File: src/rtl/mem_ctrl_pkg.sv
// Shared definitions for the memory-access stage: bus widths, opcode codes,
// the bus timeout limit and small opcode-decoding helpers.
package mem_ctrl_pkg;

  typedef logic [7:0]  AluOpBus;
  typedef logic [31:0] RegBus;
  typedef logic [4:0]  RegAddrBus;
  typedef logic        WriteBus;

  localparam WriteBus    WriteEnable  = 1'b1;
  localparam WriteBus    WriteDisable = 1'b0;
  localparam RegBus      ZeroWord     = 32'h0000_0000;
  localparam logic [7:0] TimeoutLimit = 8'd255;

  localparam AluOpBus ALU_OP_NOP  = 8'h00;
  localparam AluOpBus ALU_OP_ADDU = 8'h01;
  localparam AluOpBus ALU_OP_SUBU = 8'h02;
  localparam AluOpBus ALU_OP_AND  = 8'h03;
  localparam AluOpBus ALU_OP_OR   = 8'h04;
  localparam AluOpBus ALU_OP_LB   = 8'h10;
  localparam AluOpBus ALU_OP_LH   = 8'h11;
  localparam AluOpBus ALU_OP_LW   = 8'h12;
  localparam AluOpBus ALU_OP_SB   = 8'h18;
  localparam AluOpBus ALU_OP_SH   = 8'h19;
  localparam AluOpBus ALU_OP_SW   = 8'h1a;

  typedef enum logic {
    ST_IDLE = 1'b0,
    ST_BUSY = 1'b1
  } state_e;

  typedef enum logic [1:0] {
    SZ_BYTE = 2'd0,
    SZ_HALF = 2'd1,
    SZ_WORD = 2'd2
  } mem_size_e;

  function automatic logic is_mem_op(input AluOpBus op);
    return op inside {ALU_OP_LB, ALU_OP_LH, ALU_OP_LW, ALU_OP_SB, ALU_OP_SH, ALU_OP_SW};
  endfunction

  function automatic logic is_store_op(input AluOpBus op);
    return op inside {ALU_OP_SB, ALU_OP_SH, ALU_OP_SW};
  endfunction

  function automatic mem_size_e op_size(input AluOpBus op);
    mem_size_e sz;
    if (op == ALU_OP_LB || op == ALU_OP_SB)      sz = SZ_BYTE;
    else if (op == ALU_OP_LH || op == ALU_OP_SH) sz = SZ_HALF;
    else                                         sz = SZ_WORD;
    return sz;
  endfunction

  function automatic logic is_aligned(input mem_size_e sz, input logic [1:0] off);
    logic ok;
    unique case (sz)
      SZ_BYTE: ok = 1'b1;
      SZ_HALF: ok = ~off[0];
      default: ok = (off == 2'b00);
    endcase
    return ok;
  endfunction

endpackage

File: src/rtl/load_align.sv
// Picks the addressed byte/half out of a little-endian bus word and
// sign-extends it; full-word loads pass straight through.
module load_align
  import mem_ctrl_pkg::*;
(
  input  mem_size_e  size_i,
  input  logic [1:0] offset_i,
  input  RegBus      rdata_i,
  output RegBus      data_o
);

  logic [7:0]  lane_byte;
  logic [15:0] lane_half;

  always_comb begin
    lane_byte = rdata_i[7:0];
    unique case (offset_i)
      2'd0: lane_byte = rdata_i[7:0];
      2'd1: lane_byte = rdata_i[15:8];
      2'd2: lane_byte = rdata_i[23:16];
      2'd3: lane_byte = rdata_i[31:24];
      default: lane_byte = rdata_i[7:0];
    endcase
    lane_half = offset_i[1] ? rdata_i[31:16] : rdata_i[15:0];

    data_o = rdata_i;
    unique case (size_i)
      SZ_BYTE: data_o = {{24{lane_byte[7]}}, lane_byte};
      SZ_HALF: data_o = {{16{lane_half[15]}}, lane_half};
      default: data_o = rdata_i;
    endcase
  end

endmodule

File: src/rtl/mem_ctrl.sv
// Memory-access pipeline stage: passes ALU results to writeback and runs
// single-request bus transactions for loads/stores with alignment and timeout checks.
module mem_ctrl
  import mem_ctrl_pkg::*;
(
  input  logic       clk,
  input  logic       rst,
  input  AluOpBus    aluop_i,
  input  RegAddrBus  wd_i,
  input  WriteBus    wreg_i,
  input  RegBus      wdata_i,
  input  RegBus      mem_addr_i,
  input  RegBus      reg2_i,
  output logic       bus_req_o,
  output logic       bus_we_o,
  output RegBus      bus_addr_o,
  output logic [3:0] bus_be_o,
  output RegBus      bus_wdata_o,
  input  logic       bus_ack_i,
  input  RegBus      bus_rdata_i,
  output RegAddrBus  wd_o,
  output WriteBus    wreg_o,
  output RegBus      wdata_o,
  output logic       stallreq,
  output logic       addr_err_o,
  output logic       bus_err_o,
  output state_e     state_dbg_o
);

  // Bus handshake: bus_req_o stays high with stable we/addr/be/wdata from the
  // first BUSY cycle until a cycle in which bus_ack_i=1; that cycle completes
  // the access and bus_rdata_i is valid only then.

  state_e     state_q, state_d;
  logic [7:0] cnt_q, cnt_d;
  mem_size_e  size_q, size_d;
  logic [1:0] off_q, off_d;
  logic       store_q, store_d;
  RegAddrBus  wd_q, wd_d;
  WriteBus    wreg_q, wreg_d;
  RegBus      addr_q, addr_d;
  logic [3:0] be_q, be_d;
  RegBus      bwdata_q, bwdata_d;
  RegAddrBus  wb_wd_q, wb_wd_d;
  WriteBus    wb_wreg_q, wb_wreg_d;
  RegBus      wb_data_q, wb_data_d;
  logic       addr_err_q, addr_err_d;
  logic       bus_err_q, bus_err_d;

  mem_size_e  req_size;
  logic [3:0] req_be;
  RegBus      req_wdata;
  RegBus      load_data;

  load_align u_load_align (
    .size_i   (size_q),
    .offset_i (off_q),
    .rdata_i  (bus_rdata_i),
    .data_o   (load_data)
  );

  always_comb begin
    req_size  = op_size(aluop_i);
    req_be    = 4'hF;
    req_wdata = reg2_i;
    unique case (req_size)
      SZ_BYTE: begin
        req_be    = 4'b0001 << mem_addr_i[1:0];
        req_wdata = {4{reg2_i[7:0]}};
      end
      SZ_HALF: begin
        req_be    = mem_addr_i[1] ? 4'b1100 : 4'b0011;
        req_wdata = {2{reg2_i[15:0]}};
      end
      default: begin
        req_be    = 4'hF;
        req_wdata = reg2_i;
      end
    endcase
  end

  always_comb begin
    state_d    = state_q;
    cnt_d      = cnt_q;
    size_d     = size_q;
    off_d      = off_q;
    store_d    = store_q;
    wd_d       = wd_q;
    wreg_d     = wreg_q;
    addr_d     = addr_q;
    be_d       = be_q;
    bwdata_d   = bwdata_q;
    wb_wd_d    = '0;
    wb_wreg_d  = WriteDisable;
    wb_data_d  = ZeroWord;
    addr_err_d = 1'b0;
    bus_err_d  = 1'b0;
    stallreq   = 1'b0;

    unique case (state_q)
      ST_IDLE: begin
        if (!is_mem_op(aluop_i)) begin
          wb_wd_d   = wd_i;
          wb_wreg_d = wreg_i;
          wb_data_d = wdata_i;
        end else if (!is_aligned(req_size, mem_addr_i[1:0])) begin
          wb_wd_d    = wd_i;
          addr_err_d = 1'b1;
        end else begin
          stallreq = 1'b1;
          state_d  = ST_BUSY;
          cnt_d    = 8'd0;
          size_d   = req_size;
          off_d    = mem_addr_i[1:0];
          store_d  = is_store_op(aluop_i);
          wd_d     = wd_i;
          wreg_d   = wreg_i;
          addr_d   = {mem_addr_i[31:2], 2'b00};
          be_d     = req_be;
          bwdata_d = is_store_op(aluop_i) ? req_wdata : ZeroWord;
        end
      end
      ST_BUSY: begin
        // An ack wins over the timeout even on the final counted cycle.
        if (bus_ack_i) begin
          state_d   = ST_IDLE;
          wb_wd_d   = wd_q;
          wb_wreg_d = store_q ? WriteDisable : wreg_q;
          wb_data_d = store_q ? ZeroWord : load_data;
        end else if (cnt_q == TimeoutLimit) begin
          state_d   = ST_IDLE;
          bus_err_d = 1'b1;
        end else begin
          stallreq = 1'b1;
          cnt_d    = cnt_q + 8'd1;
        end
      end
      default: state_d = ST_IDLE;
    endcase
  end

  always_ff @(posedge clk) begin
    if (!rst) begin
      state_q    <= ST_IDLE;
      cnt_q      <= 8'd0;
      size_q     <= SZ_BYTE;
      off_q      <= 2'b00;
      store_q    <= 1'b0;
      wd_q       <= '0;
      wreg_q     <= WriteDisable;
      addr_q     <= ZeroWord;
      be_q       <= 4'h0;
      bwdata_q   <= ZeroWord;
      wb_wd_q    <= '0;
      wb_wreg_q  <= WriteDisable;
      wb_data_q  <= ZeroWord;
      addr_err_q <= 1'b0;
      bus_err_q  <= 1'b0;
    end else begin
      state_q    <= state_d;
      cnt_q      <= cnt_d;
      size_q     <= size_d;
      off_q      <= off_d;
      store_q    <= store_d;
      wd_q       <= wd_d;
      wreg_q     <= wreg_d;
      addr_q     <= addr_d;
      be_q       <= be_d;
      bwdata_q   <= bwdata_d;
      wb_wd_q    <= wb_wd_d;
      wb_wreg_q  <= wb_wreg_d;
      wb_data_q  <= wb_data_d;
      addr_err_q <= addr_err_d;
      bus_err_q  <= bus_err_d;
    end
  end

  assign bus_req_o   = (state_q == ST_BUSY);
  assign bus_we_o    = store_q;
  assign bus_addr_o  = addr_q;
  assign bus_be_o    = be_q;
  assign bus_wdata_o = bwdata_q;
  assign wd_o        = wb_wd_q;
  assign wreg_o      = wb_wreg_q;
  assign wdata_o     = wb_data_q;
  assign addr_err_o  = addr_err_q;
  assign bus_err_o   = bus_err_q;
  assign state_dbg_o = state_q;

endmodule

File: config.mk
export PLATFORM = sky130hd
export DESIGN_NAME = mem_ctrl
export DESIGN_NICKNAME = d
export VERILOG_FILES = /design/src/rtl/mem_ctrl_pkg.sv /design/src/rtl/load_align.sv /design/src/rtl/mem_ctrl.sv
export SDC_FILE = /design/constraint.sdc
export NUM_CORES = 1
export LEC_CHECK = 0
export ABC_CLOCK_PERIOD_IN_PS = 1700
export BUFFER_PORTS_ARGS = -buffer_cell sky130_fd_sc_hd__buf_2
export CAP_MARGIN = 20
export CORE_AREA = 3 3 120 122
export CTS_CLUSTER_DIAMETER = 150
export CTS_CLUSTER_SIZE = 25
export DETAILED_ROUTE_END_ITERATION = 8
export DIE_AREA = 0 0 123 125
export PLACE_DENSITY = 0.74
export SYNTH_ARGS = -nofsm -noshare
export SYNTH_HDL_FRONTEND = slang
export SYNTH_SLANG_ARGS = --single-unit
File: constraint.sdc
create_clock -name clk -period 1.7 [get_ports clk]
set_input_delay 0.085 -clock clk [delete_from_list [all_inputs] [get_ports clk]]
set_output_delay 0.085 -clock clk [all_outputs]
set_load 0.005 [all_outputs]
Word level (Yosys, flattened, before mapping). Index checks and enable logic that the tools add are counted.

Add/subtract/negate cells: 1. Mux-type cells: 36. Shift-type cells: 1. Bitwise operators: 4. Reduce and logical (&&, ||, !) cells: 12. Equal/unequal tests: 16.

Operators by type and width (number): $pmux W32 S2 (3); $mux W32 (4); $eq A8 B5 Y1 const B (6); $mux W8 (4); $pmux W8 S4 (1); $mux W16 (1); $pmux W8 S2 (1); $mux W5 (3); $mux W1 (11); $pmux W5 S2 (1); $add A8 B1 Y8 const B (1); $eq A8 B8 Y1 const B (1); $logic_not A2 Y1 (4); $ne A2 B2 Y1 const B (4); $pmux W4 S2 (1); $eq A2 B1 Y1 const B (3); $pmux W1 S2 (3); $reduce_bool A6 Y1 (1); $reduce_or A3 Y1 (2); $eq A2 B2 Y1 const B (2); $mux W2 (2); $mux W4 (1); $not A1 Y1 (4); $reduce_and A4 Y1 (1); other kinds (4) (5).

Register bits: 126. Logic and storage cells: 85. Output and inout port bits: 112.

Longest topological paths before layout. Gate-level depths: netlist (run 1).

Depth after elaboration: 11. Mapped depth: 7. Mapped depth without buffers: 5.

By module. Synthesis (run 1) repeated with hierarchy kept, for this count alone.

Cell total of the unflattened synthesis: 641. Area total of the unflattened synthesis: 5491.5 µm².

By module, submodules not included: mem_ctrl (cells each 533, area each 4697.0 µm², seq. area each 2522.4 µm², times used 1); load_align (cells each 108, area each 794.5 µm², seq. area each 0.0 µm², times used 1).

Worst setup path after synthesis (run 1). OpenSTA, ideal clock, no wires.

Path type: reg-to-reg. From: register off_q[1]. To: register wb_data_q[22] (netlist: wdata_o[22]). Path slack: -13 ps. Stages on the path, launching flop included: 7. Arrival: 1590 ps. Library setup time: 123 ps. Required time: 1577 ps. Path through: dfxtp_1 > buf_6 > mux4_2 > nor2_2 > a2111oi_4 > buf_6 > a221o_2.

Word-level cells in the longest chain between the ends: 6. Elaborated cells between the ends (all ways): 10. Those cells by class: 3 x eq/ne; 6 x mux; 1 x reduce/logical.

RTL lines: start: declaration (RTL line mem_ctrl.sv:37) `logic [1:0] off_q, off_d;`; start signal: assignment (RTL line mem_ctrl.sv:147) `off_q <= 2'b00;`; start signal: assignment (RTL line mem_ctrl.sv:163) `off_q <= off_d;`; $eq A2 B2 Y1 (tied with other cells) (RTL line load_align.sv:17) `unique case (offset_i)`; $pmux W8 S4 (RTL line load_align.sv:17); $pmux W32 S2 * (RTL line load_align.sv:27) `unique case (size_i)`; $mux W32 * (RTL line mem_ctrl.sv:129) `wb_data_d = store_q ? ZeroWord : load_data;`; $mux W32 * (RTL line mem_ctrl.sv:125) `if (bus_ack_i) begin`; $pmux W32 S2 * (RTL line mem_ctrl.sv:100) `unique case (state_q)`; end signal: assignment (RTL line mem_ctrl.sv:156) `wb_data_q <= ZeroWord;`; end signal: assignment (RTL line mem_ctrl.sv:172) `wb_data_q <= wb_data_d;`; end: declaration (RTL line mem_ctrl.sv:46) `RegBus wb_data_q, wb_data_d;`.

Mark *: on every way between the ends. The rest lies on a longest branch, timed or not. A chain may end at the register's enable or synchronous reset.

Worst setup path in the final report (run 1).
From: input aluop_i[6]. To: register bwdata_q[15] (netlist: bus_wdata_o[15]).

Word-level cells in the longest chain between the ends: 9. Elaborated cells between the ends (all ways): 20. Those cells by class: 7 x eq/ne; 7 x mux; 6 x reduce/logical.

RTL lines: start: declaration (RTL line mem_ctrl.sv:8) `input AluOpBus aluop_i,`; $eq A8 B5 Y1, on equally long branches (RTL line mem_ctrl_pkg.sv:39, mem_ctrl_pkg.sv:49, mem_ctrl_pkg.sv:43); $logic_or A1 B1 Y1 (RTL line mem_ctrl_pkg.sv:49) `else if (op == ALU_OP_LH || op == ALU_OP_SH) sz = SZ_HALF;`; $mux W2 (RTL line mem_ctrl_pkg.sv:49); $mux W2 (RTL line mem_ctrl_pkg.sv:48) `if (op == ALU_OP_LB || op == ALU_OP_SB) sz = SZ_BYTE;`; $eq A2 B1 Y1 / $logic_not A2 Y1 (equally long branches) (RTL line mem_ctrl_pkg.sv:56, mem_ctrl.sv:66); $pmux W1 S2 (RTL line mem_ctrl_pkg.sv:56) `unique case (sz)`; $mux W1 (RTL line mem_ctrl.sv:102) `if (!is_mem_op(aluop_i)) begin`; $mux W1 (RTL line mem_ctrl.sv:100); $reduce_and A3 Y1 (no line); end signal: assignment (RTL line mem_ctrl.sv:153) `bwdata_q <= ZeroWord;`; end signal: assignment (RTL line mem_ctrl.sv:169) `bwdata_q <= bwdata_d;`; end: declaration (RTL line mem_ctrl.sv:43) `RegBus bwdata_q, bwdata_d;`.

Parallel ways exist; a longest one is shown, timed or not. The select of a mux whose other input is x is not followed.

==> run metrics, run 1 <==
type of the tightest min-delay check=input port to flip-flop; count of cell types in the netlist=59; Iter 0 DRT Violations=414; Crit Path Category=input port to flip-flop; fraction of final layout cells sized beyond drive strength 1=0.387; half-perimeter wire length after placement=13.5 mm; weighted congestion reported at the end of routability-driven placement=0.870; number of nets in the layout=1121; Longest Clk Path Bufs=2; count of unresolved DRC violations after routing=0; I/O pins=257; Multi-input gate area=2900 sq um; average instance area after synthesis=9.67 sq um; cell type contributing the most total cell area after synthesis=dfxtp_1; CP Launch Type=input port; Routed met3 length=2.09 mm; top cells by area, synth=dfxtp_1 (45%), a21boi_0 (6.7%), nand2_1 (6.5%), mux2i_1 (4.6%), o2bb2ai_1 (3.8%); reported net switching power=1.77 mW; total number of placement rows=42; reg-to-reg critical path endpoint=wdata_o[31]; FFs w/ async S/R, synth=0; largest net degree at the start of global routing=45; Post-Syn Area=5600 sq um; final max-slew violation count=0; count of flip-flops with a built-in enable after synthesis=0; most common cell after layout, fill and taps aside=buf_2; via count of the first global-routing pass=6360; first-pass detailed-route iteration total=5; filler instances=932; endpoint with the worst hold slack=off_q[0]; clock latency reported for the late side of the worst-skew pair=0.41 ns; Most used DFF post-synth=dfxtp_1; sequential cell area=2530 sq um; horizontal die dimension=123 um; initial cell density of the core=0.421; internal cell power=6.06 mW; sequential fraction of the synthesis area=0.450; CP endpoint kind=flip-flop; maximum fanout encountered on the critical timing path=4; maximum capacitance violations=0; Clock Skews=0.00897 ns; antenna violations before repair=0; number of hold violations in the final report=0; overall fraction of global-route tracks in use=0.272; number of cells on the worst reg-to-reg path=5; number of levels in the clock H-tree=4; worst supply voltage drop on vdd=667 uV; synthesis-to-finish area growth=65.8%; remaining global-route overflow=0; highest attainable clock frequency=0.590 GHz; Met1 Routed Length=7.98 mm; core region area=13300 sq um; Power Dens Cells=843 nW/um^2; headroom to the max-slew limit=0.632; fin crit period=1.70 ns; final non-filler cell total=1164; share of power burned in combinational logic=0.112; final critical-path share of the clock period=0.998; worst endpoint data arrival time=2.00 ns; final-report setup violation count=0; Clock transition at path regs=0.06 ns; synthesis warning total=0; highest routed metal layer=met4; drt wl/cell=18.5 um; unrepaired setup endpoints after global routing=yes; Die Y=125 um; worst slew pin tran=0.550 ns; number of cells on the worst hold path=3; ANT cells=0; flops & latches, synth=126; beginning of the worst register-to-register path=off_q[1]; placed insts=1001; Antenna Nets Post-Route=0; number of cells produced by synthesis=579; leading cell types in the layout, fill and taps excluded=buf_2 (253), dfxtp_1 (122), dlygate4sd3_1 (120); input/output buffers=254; final setup TNS=0 ns; final total power=7.83 mW; die footprint=15400 sq um; total detailed-routing wirelength=21.5 mm; CTS tree=done; vias=6216; met2 layer wire length in the routed design=10.3 mm; run status=complete, no violations; number of CTS-inserted buffers=17; standby leakage power=4.16 nW; number of sinks driven by the clock tree=126; power share of the sequential group=0.388; fraction of synthesized cell area taken by the top area cell type=0.450; Critical Path RT=2.00 ns; internal reg-to-reg setup slack=0.07 ns; worst min-delay path startpoint=mem_addr_i[0]; clock share of power=0.500; final cell utilization of the core=0.698; switching share of power=0.226; first-pass GRT wire length=32.7 mm; library cell used as clock root buffer=clkbuf_16; post-DR vias/cell=5.34
## per-layer routing
layer / global-route usage / vias to the layer above
li1: - / 2917
met1: 0.294 / 2875
met2: 0.463 / 358
met3: 0.0876 / 66
met4: 0.152 / 0
met5: 0 / -
## cell families after synthesis
group	count (synthesis)	synth area share
simple gates	181	0.155
compound gates	174	0.253
flops	126	0.450
buf+inv	57	0.0478
mux	38	0.0900
fa+ha+maj	1	0.00223
other cells	1	0.000669
xor+xnor	1	0.00156
## per-stage QoR
step           hold WS [ns]  setup slack, ns  instance area [sq um]
2_1_floorplan         0.194          0.00102                   5610
3_3_place_gp          0.283           -0.164                   7270
3_5_place_dp          0.286           -0.189                   7270
4_1_cts              0.0284          -0.0422                   9140
5_1_grt              0.0523          -0.0993                   9290
6_report             0.0473          0.00367                   9290
## flip-flops by register name (all words and copies together), names as in the netlist, 2 cells and up
name / flops
off_q: 2
wd_q: 5
size_q: 2
bus_wdata_o: 32
bus_be_o: 4
cnt_q: 8
wd_o: 5
bus_addr_o: 30
wdata_o: 32
## how the worst max path moves through the flow
stage               startpoint  depth (start not counted)               to
floorplan             off_q[1]                          6      wdata_o[22]
global placement      bus_we_o                          4      wdata_o[30]
detailed placement    bus_we_o                          4      wdata_o[30]
CTS                   cnt_q[1]                          6         stallreq
global route          cnt_q[1]                          6         stallreq
finish              aluop_i[6]                          6  bus_wdata_o[15]
## power by group through the flow
stage / Clock (mW) / Sequential (mW) / Combinational (mW)
global placement: 0 / 3.10 / 0.624
CTS: 3.97 / 3.04 / 0.845
floorplan: 0 / 3.11 / 0.251
global route: 4.10 / 3.04 / 0.951
detailed placement: 0 / 3.10 / 0.630
finish: 3.91 / 3.04 / 0.880
## cell type report
cell class | instances | area share
inverter | 6 | 0.00243
timing repair buffer | 427 | 0.321
multi-input combinational | 397 | 0.312
clock inverter | 13 | 0.0201
clock buffer | 19 | 0.0488
sequential | 126 | 0.272
tap | 176 | 0.0237
## cell usage after synthesis (3+ instances only)
master	number
dfxtp_1	126
nand2_1	97
a21boi_0	50
mux2i_1	26
clkbuf_1	25
o2bb2ai_1	24
buf_2	19
nor2_1	19
o21ai_0	18
a22o_1	16
nand3_1	13
a221o_2	10
nor2b_1	9
o2111ai_1	9
or3_1	9
a21oi_1	7
a221o_1	7
a221oi_1	7
nor3b_1	7
a21o_1	5
a32oi_1	5
inv_1	5
mux4_1	5
buf_4	4
mux2_2	4
nand3b_1	4
o211a_1	4
and2_1	3
and3b_1	3
mux4_2	3
## timing repair
action                                 CTS  global route
endpoints found under the hold margin  107             0
resized for setup                        6            21
cloned                                   0             1
buffers inserted                         2             9
pin swaps                                3             4
hold buffers                           120             0
setup endpoints to repair               21            25
## worst max-delay path: stages
cell and delay [ns]:
dlygate4sd3_1 0.54, buf_2 0.12, or2_2 0.29, or4_1 0.56, mux2i_1 0.30, o2bb2ai_1 0.10
Power figures use the tool's default switching activity.
==> run 2, diff against run 1 <==
==> constraint.sdc (replaced) <==
create_clock -name clk -period 1.7 [get_ports clk]
set_input_delay 0.17 -clock clk [delete_from_list [all_inputs] [get_ports clk]]
set_output_delay 0.17 -clock clk [all_outputs]
set_load 0.005 [all_outputs]
==> run metrics, run 2 (synthesized netlist as in run 1, its figures left out) <==
post-detailed-placement cell area=7240 sq um; final max-slew violation count=0; met2 layer wire length in the routed design=8.92 mm; worst supply voltage drop on vdd=884 uV; internal cell power=6.30 mW; standby leakage power=3.79 nW; Iter 0 DRT Violations=506; Met1 Routed Length=7.26 mm; most common cell after layout, fill and taps aside=buf_2; ANT cells=0; switching share of power=0.208; origin of the worst setup path=cnt_q[1]; post-DR vias/cell=5.31; maximum capacitance violations=0; antenna violations before repair=1; total number of placement rows=42; half-perimeter wire length after placement=13.4 mm; maximum fanout encountered on the critical timing path=4; weighted congestion reported at the end of routability-driven placement=0.893; beginning of the worst register-to-register path=off_q[0]; total detailed-routing wirelength=18.8 mm; number of CTS-inserted buffers=17; type of the tightest min-delay check=input port to flip-flop; reported net switching power=1.65 mW; share of power burned in combinational logic=0.089; violated checks=setup timing; power share of the sequential group=0.381; vias=5705; Clock Skews=0.00545 ns; count of unresolved DRC violations after routing=0; largest net degree at the start of global routing=48; via count of the first global-routing pass=5646; fin crit period=1.76 ns; I/O pins=257; Antenna Nets Post-Route=0; final-report setup violation count=1; die footprint=15400 sq um; first-pass detailed-route iteration total=5; area of all placed cells without fillers=8430 sq um; run status=finished, violations left; final cell utilization of the core=0.634; Multi-input gate area=2880 sq um; number of hold violations in the final report=0; library cell used as clock root buffer=clkbuf_16; clock latency reported for the late side of the worst-skew pair=0.41 ns; initial cell density of the core=0.421; Critical Path RT=1.53 ns; Routed met3 length=1.94 mm; unrepaired setup endpoints after global routing=yes; Setup WS post-layout=-0.0576 ns; CTS tree=done; sequential cell area=2530 sq um; horizontal die dimension=123 um; CP Launch Type=flip-flop; highest routed metal layer=met5; Crit Path Category=flip-flop to primary output; first-pass GRT wire length=28.4 mm; final setup TNS=-0.0576 ns; drt wl/cell=17.5 um; remaining global-route overflow=0; filler instances=1081; highest attainable clock frequency=0.569 GHz; input/output buffers=254; worst endpoint data arrival time=1.59 ns; leading cell types in the layout, fill and taps excluded=buf_2 (253), dfxtp_1 (122), nand2_1 (96); overall fraction of global-route tracks in use=0.235; final total power=7.96 mW; Power Dens Cells=944 nW/um^2; synthesis-to-finish area growth=50.5%; internal reg-to-reg setup slack=0.03 ns; number of sinks driven by the clock tree=126; worst min-delay path startpoint=mem_addr_i[31]; CP endpoint kind=primary output; hold_ws=0.0144 ns; core region area=13300 sq um; number of levels in the clock H-tree=4; Longest Clk Path Bufs=2; number of nets in the layout=1032; Die Y=125 um; final critical-path share of the clock period=1.03; fraction of final layout cells sized beyond drive strength 1=0.419; clock share of power=0.529; Clock transition at path regs=0.06 ns
-- run 2: changes by cell type in the layout (fill, tap and decap cells not counted), moves of 3 or more --
cell,change
buf_4,-7
clkinvlp_4,-3
dlygate4sd3_1,-82
mux4_1,-4
mux4_2,+4
-- run 2: layout make-up --
class | instances | area share
Timing Repair Buffer | 338 | 0.248
Sequential cell | 126 | 0.300
Multi-Input combinational cell | 397 | 0.341
Clock buffer | 22 | 0.0574
Tap cell | 176 | 0.0261
Clock inverter | 10 | 0.0245
Inverter | 6 | 0.00267
-- run 2: repair_timing --
| action | CTS | global route |
|---|---|---|
| hold buffers | 38 | 0 |
| buffers inserted | 2 | 5 |
| hold endpoints to repair | 38 | 0 |
| endpoints found under the setup margin | 25 | 17 |
| pin swaps | 2 | 6 |
| gates resized for setup | 13 | 24 |
-- run 2: critical path: stages (launching register included) --
cell	delay [ns]
dfxtp_4	0.37
ha_4	0.13
nand4_1	0.15
o21ai_2	0.23
buf_6	0.14
nand2_4	0.04
buf_6	0.11
-- run 2: layer usage --
metal  vias up  track usage
li1       2733            -
met1      2636        0.255
met2       293        0.400
met3        41       0.0958
met4         2       0.0997
met5         -            0
-- run 2: worst paths after layout --
path                         end  cells after the start
hold reg to reg   bus_addr_o[21]                      2
hold / removal    bus_addr_o[31]                      3
setup reg to reg      wdata_o[3]                      5
setup / recovery        stallreq                      6
-- run 2: metrics by stage --
stage / std cells / setup slack [ns]
4_1_cts: 1070 / -0.0462
6_report: 1075 / -0.0576
3_5_place_dp: 998 / -0.184
2_1_floorplan: 580 / 0.00102
3_3_place_gp: 998 / -0.126
5_1_grt: 1075 / -0.117
-- run 2: power groups by stage --
stage                     Combinational [mW]  Clock [mW]  Sequential [mW]
after floorplan                        0.251           0             3.11
after global placement                 0.620           0             3.10
after detailed placement               0.626           0             3.10
after CTS                              0.698        4.27             3.03
after global routing                   0.770        4.39             3.04
final                                  0.711        4.21             3.03
